<file path="src/rtl/sim_run_ctrl.sv">
// ---------------------------------------------------------------------------
// sim_run_ctrl
//   Run controller for CPU simulation benches. Sequences the core reset,
//   counts run cycles, watches the core pc and ends the run on pc self-loop
//   (halt), misaligned pc (error) or exhausted cycle budget (timeout). The
//   verdict is sticky until the next master reset.
//
// Ports
//   i_clk        in   1      single clock, all state updates on posedge
//   i_rst        in   1      synchronous active-high master reset
//   i_pc         in   PC_W   core pc, sampled every cycle in RUN
//   o_cpu_rst    out  1      core reset, active-high
//   o_running    out  1      high while in RUN
//   o_done       out  1      sticky, run finished
//   o_halted     out  1      sticky, pc self-loop detected
//   o_timeout    out  1      sticky, cycle budget exhausted
//   o_pc_err     out  1      sticky, misaligned pc observed
//   o_cycle_cnt  out  CNT_W  RUN cycles elapsed, frozen in DONE
//   o_last_pc    out  PC_W   last pc sampled in RUN, frozen in DONE
// ---------------------------------------------------------------------------
module sim_run_ctrl #(
  parameter int unsigned PC_W        = 32,
  parameter int unsigned CNT_W       = 32,
  parameter int unsigned RST_CYCLES  = 4,
  parameter int unsigned MAX_CYCLES  = 100000,
  parameter int unsigned HALT_REPEAT = 8
) (
  input  logic             i_clk,
  input  logic             i_rst,
  input  logic [PC_W-1:0]  i_pc,
  output logic             o_cpu_rst,
  output logic             o_running,
  output logic             o_done,
  output logic             o_halted,
  output logic             o_timeout,
  output logic             o_pc_err,
  output logic [CNT_W-1:0] o_cycle_cnt,
  output logic [PC_W-1:0]  o_last_pc
);

  // Counters only need to reach their terminal value minus one.
  localparam int unsigned RST_W  = (RST_CYCLES  > 1) ? $clog2(RST_CYCLES)  : 1;
  localparam int unsigned SAME_W = (HALT_REPEAT > 1) ? $clog2(HALT_REPEAT) : 1;

  typedef enum logic [1:0] {
    S_RESET = 2'd0,
    S_RUN   = 2'd1,
    S_DONE  = 2'd2
  } state_t;

  state_t            r_state;
  state_t            w_state_nxt;

  logic [RST_W-1:0]  r_rst_cnt;
  logic [SAME_W-1:0] r_same_cnt;
  logic              r_pc_vld;
  logic              r_cpu_rst;
  logic              r_running;
  logic              r_done;
  logic              r_halted;
  logic              r_timeout;
  logic              r_pc_err;
  logic [CNT_W-1:0]  r_cycle_cnt;
  logic [PC_W-1:0]   r_last_pc;

  logic [RST_W-1:0]  w_rst_cnt_nxt;
  logic [SAME_W-1:0] w_same_cnt_nxt;
  logic              w_pc_vld_nxt;
  logic              w_cpu_rst_nxt;
  logic              w_running_nxt;
  logic              w_done_nxt;
  logic              w_halted_nxt;
  logic              w_timeout_nxt;
  logic              w_pc_err_nxt;
  logic [CNT_W-1:0]  w_cycle_cnt_nxt;
  logic [PC_W-1:0]   w_last_pc_nxt;

  // Terminal conditions evaluated on the incoming pc sample.
  logic w_rst_last;
  logic w_repeat;
  logic w_misalign;
  logic w_halt_hit;
  logic w_budget_hit;
  logic w_end_run;

  assign w_rst_last   = (r_rst_cnt == RST_W'(RST_CYCLES - 1));
  // The very first RUN sample has no predecessor, so it never counts as a repeat.
  assign w_repeat     = r_pc_vld && (i_pc == r_last_pc);
  assign w_misalign   = |i_pc[1:0];
  assign w_halt_hit   = w_repeat && (r_same_cnt == SAME_W'(HALT_REPEAT - 1));
  assign w_budget_hit = (r_cycle_cnt == CNT_W'(MAX_CYCLES - 1));
  assign w_end_run    = w_misalign || w_halt_hit || w_budget_hit;

  // State register.
  always_ff @(posedge i_clk) begin
    if (i_rst) begin
      r_state <= S_RESET;
    end else begin
      r_state <= w_state_nxt;
    end
  end

  // Next-state logic.
  always_comb begin
    w_state_nxt = r_state;
    case (r_state)
      S_RESET: if (w_rst_last) w_state_nxt = S_RUN;
      S_RUN:   if (w_end_run)  w_state_nxt = S_DONE;
      S_DONE:  w_state_nxt = S_DONE;
      default: w_state_nxt = S_RESET;
    endcase
  end

  // Output/datapath next values; everything holds unless the state says otherwise.
  always_comb begin
    w_rst_cnt_nxt   = r_rst_cnt;
    w_same_cnt_nxt  = r_same_cnt;
    w_pc_vld_nxt    = r_pc_vld;
    w_cpu_rst_nxt   = r_cpu_rst;
    w_running_nxt   = r_running;
    w_done_nxt      = r_done;
    w_halted_nxt    = r_halted;
    w_timeout_nxt   = r_timeout;
    w_pc_err_nxt    = r_pc_err;
    w_cycle_cnt_nxt = r_cycle_cnt;
    w_last_pc_nxt   = r_last_pc;

    case (r_state)
      S_RESET: begin
        w_cpu_rst_nxt = 1'b1;
        if (w_rst_last) begin
          w_cpu_rst_nxt = 1'b0;
          w_running_nxt = 1'b1;
        end else begin
          w_rst_cnt_nxt = r_rst_cnt + RST_W'(1);
        end
      end

      S_RUN: begin
        w_last_pc_nxt   = i_pc;
        w_pc_vld_nxt    = 1'b1;
        w_cycle_cnt_nxt = r_cycle_cnt + CNT_W'(1);
        w_same_cnt_nxt  = w_repeat ? (r_same_cnt + SAME_W'(1)) : '0;
        // Only one verdict flag is raised: misalign beats halt beats timeout.
        if (w_end_run) begin
          w_done_nxt    = 1'b1;
          w_running_nxt = 1'b0;
          if (w_misalign) begin
            w_pc_err_nxt = 1'b1;
          end else if (w_halt_hit) begin
            w_halted_nxt = 1'b1;
          end else begin
            w_timeout_nxt = 1'b1;
          end
        end
      end

      S_DONE: begin
        // Core keeps running out of reset so the bench can observe it.
        w_cpu_rst_nxt = 1'b0;
        w_running_nxt = 1'b0;
      end

      default: begin
        w_cpu_rst_nxt = 1'b1;
        w_running_nxt = 1'b0;
      end
    endcase
  end

  // Registered outputs and run bookkeeping.
  always_ff @(posedge i_clk) begin
    if (i_rst) begin
      r_rst_cnt   <= '0;
      r_same_cnt  <= '0;
      r_pc_vld    <= 1'b0;
      r_cpu_rst   <= 1'b1;
      r_running   <= 1'b0;
      r_done      <= 1'b0;
      r_halted    <= 1'b0;
      r_timeout   <= 1'b0;
      r_pc_err    <= 1'b0;
      r_cycle_cnt <= '0;
      r_last_pc   <= '0;
    end else begin
      r_rst_cnt   <= w_rst_cnt_nxt;
      r_same_cnt  <= w_same_cnt_nxt;
      r_pc_vld    <= w_pc_vld_nxt;
      r_cpu_rst   <= w_cpu_rst_nxt;
      r_running   <= w_running_nxt;
      r_done      <= w_done_nxt;
      r_halted    <= w_halted_nxt;
      r_timeout   <= w_timeout_nxt;
      r_pc_err    <= w_pc_err_nxt;
      r_cycle_cnt <= w_cycle_cnt_nxt;
      r_last_pc   <= w_last_pc_nxt;
    end
  end

  assign o_cpu_rst   = r_cpu_rst;
  assign o_running   = r_running;
  assign o_done      = r_done;
  assign o_halted    = r_halted;
  assign o_timeout   = r_timeout;
  assign o_pc_err    = r_pc_err;
  assign o_cycle_cnt = r_cycle_cnt;
  assign o_last_pc   = r_last_pc;

endmodule
</file>
<file path="config.mk">
export PLATFORM = sky130hd
export DESIGN_NAME = sim_run_ctrl
export DESIGN_NICKNAME = d
export VERILOG_FILES = /design/src/rtl/sim_run_ctrl.sv
export SDC_FILE = /design/constraint.sdc
export NUM_CORES = 1
export LEC_CHECK = 0
export CAP_MARGIN = 40
export CORE_MARGIN = 2
export CORE_UTILIZATION = 35
export CTS_CLUSTER_DIAMETER = 60
export DETAILED_ROUTE_END_ITERATION = 12
export PLACE_DENSITY = 0.67
export SYNTH_ARGS = -nofsm -noshare
export SYNTH_HDL_FRONTEND = slang
export SYNTH_SLANG_ARGS = --single-unit
</file>
<file path="constraint.sdc">
create_clock -name i_clk -period 4.7 [get_ports i_clk]
set_clock_uncertainty 0.2 [all_clocks]
set_input_delay 0.94 -clock i_clk [delete_from_list [all_inputs] [get_ports i_clk]]
set_output_delay 0.94 -clock i_clk [all_outputs]
set_load 0.1 [all_outputs]
</file>
# Word level (Yosys, flattened, before mapping)
# Index checks and enable logic that the tools add are counted.
[op_classes]
addsub = 3
mul = 0
div = 0
n_lt_le_gt_ge = 0
eq_ne = 8
n_shift = 0
muxes = 9
n_bitwise = 3
n_reduce_logical = 12
[op_table]
columns = ["op", "n"]
rows = [
  ["$add A32 B1 Y32 const B", 1],
  ["$eq A32 B17 Y1 const B", 1],
  ["$eq A32 B32 Y1", 1],
  ["$reduce_and A4 Y1", 2],
  ["$pmux W2 S3", 1],
  ["$reduce_and A2 Y1", 3],
  ["$eq A2 B2 Y1 const B", 2],
  ["$mux W2", 2],
  ["$ne A2 B2 Y1 const B", 2],
  ["$add A3 B1 Y3 const B", 1],
  ["$eq A3 B3 Y1 const B", 1],
  ["$mux W1", 3],
  ["$mux W3", 1],
  ["$not A1 Y1", 3],
  ["$pmux W1 S3", 1],
  ["$reduce_and A3 Y1", 1],
  ["$add A2 B1 Y2 const B", 1],
  ["$eq A2 B1 Y1 const B", 1],
  ["$logic_and A1 B1 Y1", 2],
  ["$logic_not A2 Y1", 1],
  ["$logic_or A1 B1 Y1", 2],
  ["$pmux W1 S2", 1],
  ["$reduce_or A2 Y1", 1],
]
[word_totals]
ff_bits = 78
latch_bits = 0
ramBits = 0
romBits = 0
inputBits = 34
out_inout_bits = 70
word_cells = 47
mem_count = 0

# Logic depth before layout (Yosys ltp)
[logic_depth]
ltp_word = 7
depth_mapped = 8
ltp_nobuf = 8

# Least setup slack after synthesis
# No wires, ideal clock.
[synth_path]
kind = "reg2reg"
from = "register r_cycle_cnt[0] (netlist: o_cycle_cnt[0])"
to = "register r_timeout (netlist: o_timeout)"
t_arrival_ns = 2.758
required_ns = 4.430
slack_ns = 1.672
path_stages_with_launch = 7
path_buffers = 0
synth_period_minus_slack_ns = 3.028
cell_sequence = "dfxtp_1 > ha_1 > nand4_1 > or4_1 > or3_1 > or3b_1 > a21oi_1"
[synth_between]
elab_chain_cells = 3
[synth_rtl]
columns = ["item", "line_no", "source"]
rows = [
  ["start, declared", "63", "logic [CNT_W-1:0] r_cycle_cnt;"],
  ["start signal, assigned", "195", "r_cycle_cnt <= w_cycle_cnt_nxt;"],
  ["$eq A32 B17 Y1", "91", "assign w_budget_hit = (r_cycle_cnt == CNT_W'(MAX_CYCLES - 1));"],
  ["$logic_or A1 B1 Y1", "92", "assign w_end_run = w_misalign || w_halt_hit || w_budget_hit;"],
  ["$reduce_and A4 Y1 (no source line)", "--", ""],
  ["end signal, assigned", "193", "r_timeout <= w_timeout_nxt;"],
  ["end, declared", "61", "logic r_timeout;"],
]
# No other way between the ends.
# A chain may end at the register's enable or synchronous reset.

# Worst setup path after layout
[layout_path]
from = "input i_pc[13]"
to = "register r_state[0]"
[layout_between]
elab_chain_cells = 7
[layout_rtl]
columns = ["item", "line_no", "source"]
rows = [
  ["start, declared", "30", "input logic [PC_W-1:0] i_pc,"],
  ["$eq A32 B32 Y1", "88", "assign w_repeat = r_pc_vld && (i_pc == r_last_pc);"],
  ["$logic_and A1 B1 Y1", "88", ""],
  ["$logic_and A1 B1 Y1", "90", "assign w_halt_hit = w_repeat && (r_same_cnt == SAME_W'(HALT_REPEAT - 1));"],
  ["$logic_or A1 B1 Y1 (2 in series)", "92", ""],
  ["$ne A2 B2 Y1 (no source line)", "--", ""],
  ["$reduce_and A2 Y1 (no source line)", "--", ""],
  ["end signal, assigned", "99", "r_state <= w_state_nxt;"],
  ["end, declared", "51", "state_t r_state;"],
]
# No other way between the ends.

==> impl_metrics.tcl <==
set metrics [dict create \
    fmax_mhz 334 \
    setup_viol_count_final 0 \
    worstPathArrival_ns 3.05 \
    antenna_left 0 \
    fin_nets 598 \
    ir_worst_vdd_mv 0.212 \
    grt_overflow 0 \
    dieWidth_um 105 \
    avgSynthCellArea_um2 9.20 \
    post_drt_via_cell_ratio 4.78 \
    fillers 824 \
    hold_class "flop to flop" \
    numCtsBuffers 9 \
    fin_cells 695 \
    drtIter0Drc 106 \
    p_sw_w 0.000738 \
    powerDensity_nw_per_um2 322 \
    critPathRequiredTime_ns 4.76 \
    htreeDepth 3 \
    drive_above_1_share_pct 17.3 \
    cts_root_buf "clkbuf_8" \
    io_buffers 103 \
    worstSkewPairLatency_ns 0.34 \
    cp_slowest_cell "nor4_2" \
    ys_types 40 \
    p_comb_share_pct 39.6 \
    vias 3325 \
    status "finished clean" \
    max-slew-margin-rel_pct 47.6 \
    seq_area_frac_synth_pct 43.5 \
    cpPeakStageDelay_ns 0.50 \
    dr.pass1.iters 4 \
    max_slew.worst_pin.slew_ns 0.786 \
    maxCapViolCount 0 \
    grt_pass1_wl_um 16200 \
    crit_type "primary input to flop" \
    rsz0062_at_grt "false" \
    pwr-share-seq_pct 38.0 \
    grt_pass1_vias 3348 \
    postCtsHoldBufs 0 \
    wirelength_um 9840 \
    p_clk_share_pct 22.3 \
    ys_ff_latch 77 \
    power.internal_w 0.00121 \
    hold_viol 0 \
    cts_sinks 77 \
    synthesis.area_um2 3540 \
    multi_input_area_um2 1890 \
    antenna_found_initial 0 \
    maxSlewViolCount 0 \
    ys_async_sr_fraction_pct 0 \
    die_area_um2 10900 \
    core_um2 9820 \
    met1_usage_pct 21.0 \
    grt_max_degree 48 \
    top_usage_layer "met2" \
    yosys_warnings 0 \
    crit_chain "clkdlybuf4s50_1 -> xor2_1 -> nor4_1 -> nand4_1 -> nor4_2 -> o21ai_0 -> a211oi_1" \
    swShare_pct 37.8 \
    ys.flop_type "dfxtp_1" \
    cts_tree "yes" \
    synthCells 385 \
    dp_hpwl_um 7560 \
    dp.cells 679 \
    cp-end-kind "flop" \
    power.leakage_nw 2.31 \
    rows 36 \
    syn_nets 426 \
    wl_per_cell_um 14.2 \
    synth_edf_count 0 \
    power.total_w 0.00195 \
    period_minus_slack_ns 2.99 \
    area_growth_pct 71.2 \
    antenna_cells 0 \
    place.gp.congestion 0.794 \
    start_util_pct 36.1 \
    clock_path_buffers 2 \
    seqCellArea_um2 1540 \
    worstPathMaxFanout 6 \
    io_pins 104 \
    grt_use_met3_pct 3.49 \
    start_kind "primary input" \
    track_usage_pct 18.2 \
    finalCritPeriodShare_pct 63.6 \
    die_y_um 105 \
    postCtsResizedCells 0 \
    drc 0 \
    finalSetupTns_ns 0 \
    met2_usage_pct 32.6 \
    post-cts-setup-buffer-count 0 \
    clk_pin_slew_ns 0.08 \
]
[sequential cells by signal, summed over array words and instances, names as in the netlist]
name,count
o_pc_err,1
o_timeout,1
r_same_cnt,3
o_halted,1
o_done,1
o_last_pc,32
r_rst_cnt,2
o_cycle_cnt,32
r_state,2
r_pc_vld,1
o_cpu_rst,1
[final timing paths]
check | end | from | depth (start not counted) | slack (ns)
setup / recovery | r_state[0]$_SDFFE_PP0P_ | i_pc[13] | 7 | 1.71
hold reg to reg | o_done$_SDFFE_PP0P_ | o_done$_SDFFE_PP0P_ | 2 | 0.25
hold / removal | o_done$_SDFFE_PP0P_ | o_done$_SDFFE_PP0P_ | 2 | 0.25
setup reg to reg | o_timeout$_SDFFE_PP0P_ | o_cycle_cnt[0]$_SDFFE_PP0P_ | 6 | 2.24
[final cells by class]
class,count,area share [%]
timing repair buffer,175,37.2
tap,133,2.74
multi-input combinational,282,31.1
clock buffer,11,2.17
inverter,12,0.743
clock inverter,5,0.619
sequential,77,25.4
[Yosys cell counts, drive strengths merged, types with 4 or more instances]
library cell | n | share of area (%)
a21oi | 14 | 2.0
clkbuf | 12 | 1.6
dfxtp | 77 | 44
ha | 7 | 2.5
inv | 12 | 1.3
mux2i | 35 | 9.9
nand2 | 13 | 1.4
nand2b | 6 | 1.1
nand3 | 15 | 2.1
nand4 | 11 | 1.9
nor2 | 70 | 7.4
nor3 | 4 | 0.88
nor4 | 11 | 2.5
o21ai | 9 | 1.3
or3 | 7 | 1.2
xnor2 | 11 | 2.7
xor2 | 44 | 11
[placed cells by master, fill, tap and decap left out, drive strengths merged, types with 2 or more instances in the layout]
cell | netlist | routed
dfxtp | 77 | 77
and2 | 2 | 2
clkinvlp | 0 | 2
clkdlybuf4s50 | 0 | 102
clkbuf | 12 | 11
xnor2 | 11 | 11
nand2b | 6 | 6
nand4 | 11 | 11
a21oi | 14 | 14
inv | 12 | 12
mux2i | 35 | 35
or4 | 2 | 2
and4 | 3 | 3
nand2 | 13 | 13
buf | 2 | 73
nand3 | 15 | 15
or3 | 7 | 7
clkinv | 0 | 3
and3 | 3 | 3
a211oi | 2 | 2
nor2b | 3 | 3
nor2 | 70 | 70
o21ai | 9 | 9
nor4 | 11 | 11
xor2 | 44 | 44
or2 | 2 | 2
ha | 7 | 7
nor3 | 4 | 4
[worst max-delay path: cells and delay by family]
family	cells	cell delay, ns
buffers and inverters	1	0.44
XOR/XNOR	1	0.15
AO/OA/AOI/OAI	2	0.38
AND/OR/NAND/NOR	3	1.14
[power groups by stage]
| stage | Combinational (W) | Clock, W | Sequential [W] |
|---|---|---|---|
| after global routing | 0.000810 | 0.000479 | 0.000748 |
| final | 0.000773 | 0.000436 | 0.000742 |
| after floorplan | 0.000190 | 0 | 0.00103 |
| after CTS | 0.000779 | 0.000454 | 0.000741 |
| after global placement | 0.000605 | 0 | 0.000753 |
| after detailed placement | 0.000776 | 0 | 0.000756 |
[metal layers]
layer	part of all wire, %	vias to the layer above	routed length, um
met5	0	-	0
met4	3.4	0	334
met3	2.8	24	276
met2	53	73	5230
met1	41	1577	4000
li1	-	1651	-
[cells by family (layout without fill, tap and decap cells)]
group                    Yosys count  count (layout)  synth area share (%)
AND/OR/NAND/NOR                  155             155                  22.3
flip-flops                        77              77                  43.5
multiplexers                      35              35                  9.89
AO/OA/AOI/OAI                     30              30                  4.98
adder cells (fa/ha/maj)            7               7                  2.47
buffers and inverters             26             203                  3.25
XOR/XNOR                          55              55                  13.6
[metrics by stage]
stage	setup slack [ns]	cell area [um2]	utilization (%)	hold slack (ns)
final	1.71	6060	61.8	0.253
after global routing	1.50	6060	61.8	0.276
after floorplan	1.67	3540	-	0.234
after detailed placement	1.34	5900	60.0	0.242
after global placement	1.39	4680	47.7	0.242
after CTS	1.71	6060	61.8	0.255
(Power assumes the default switching activity.)
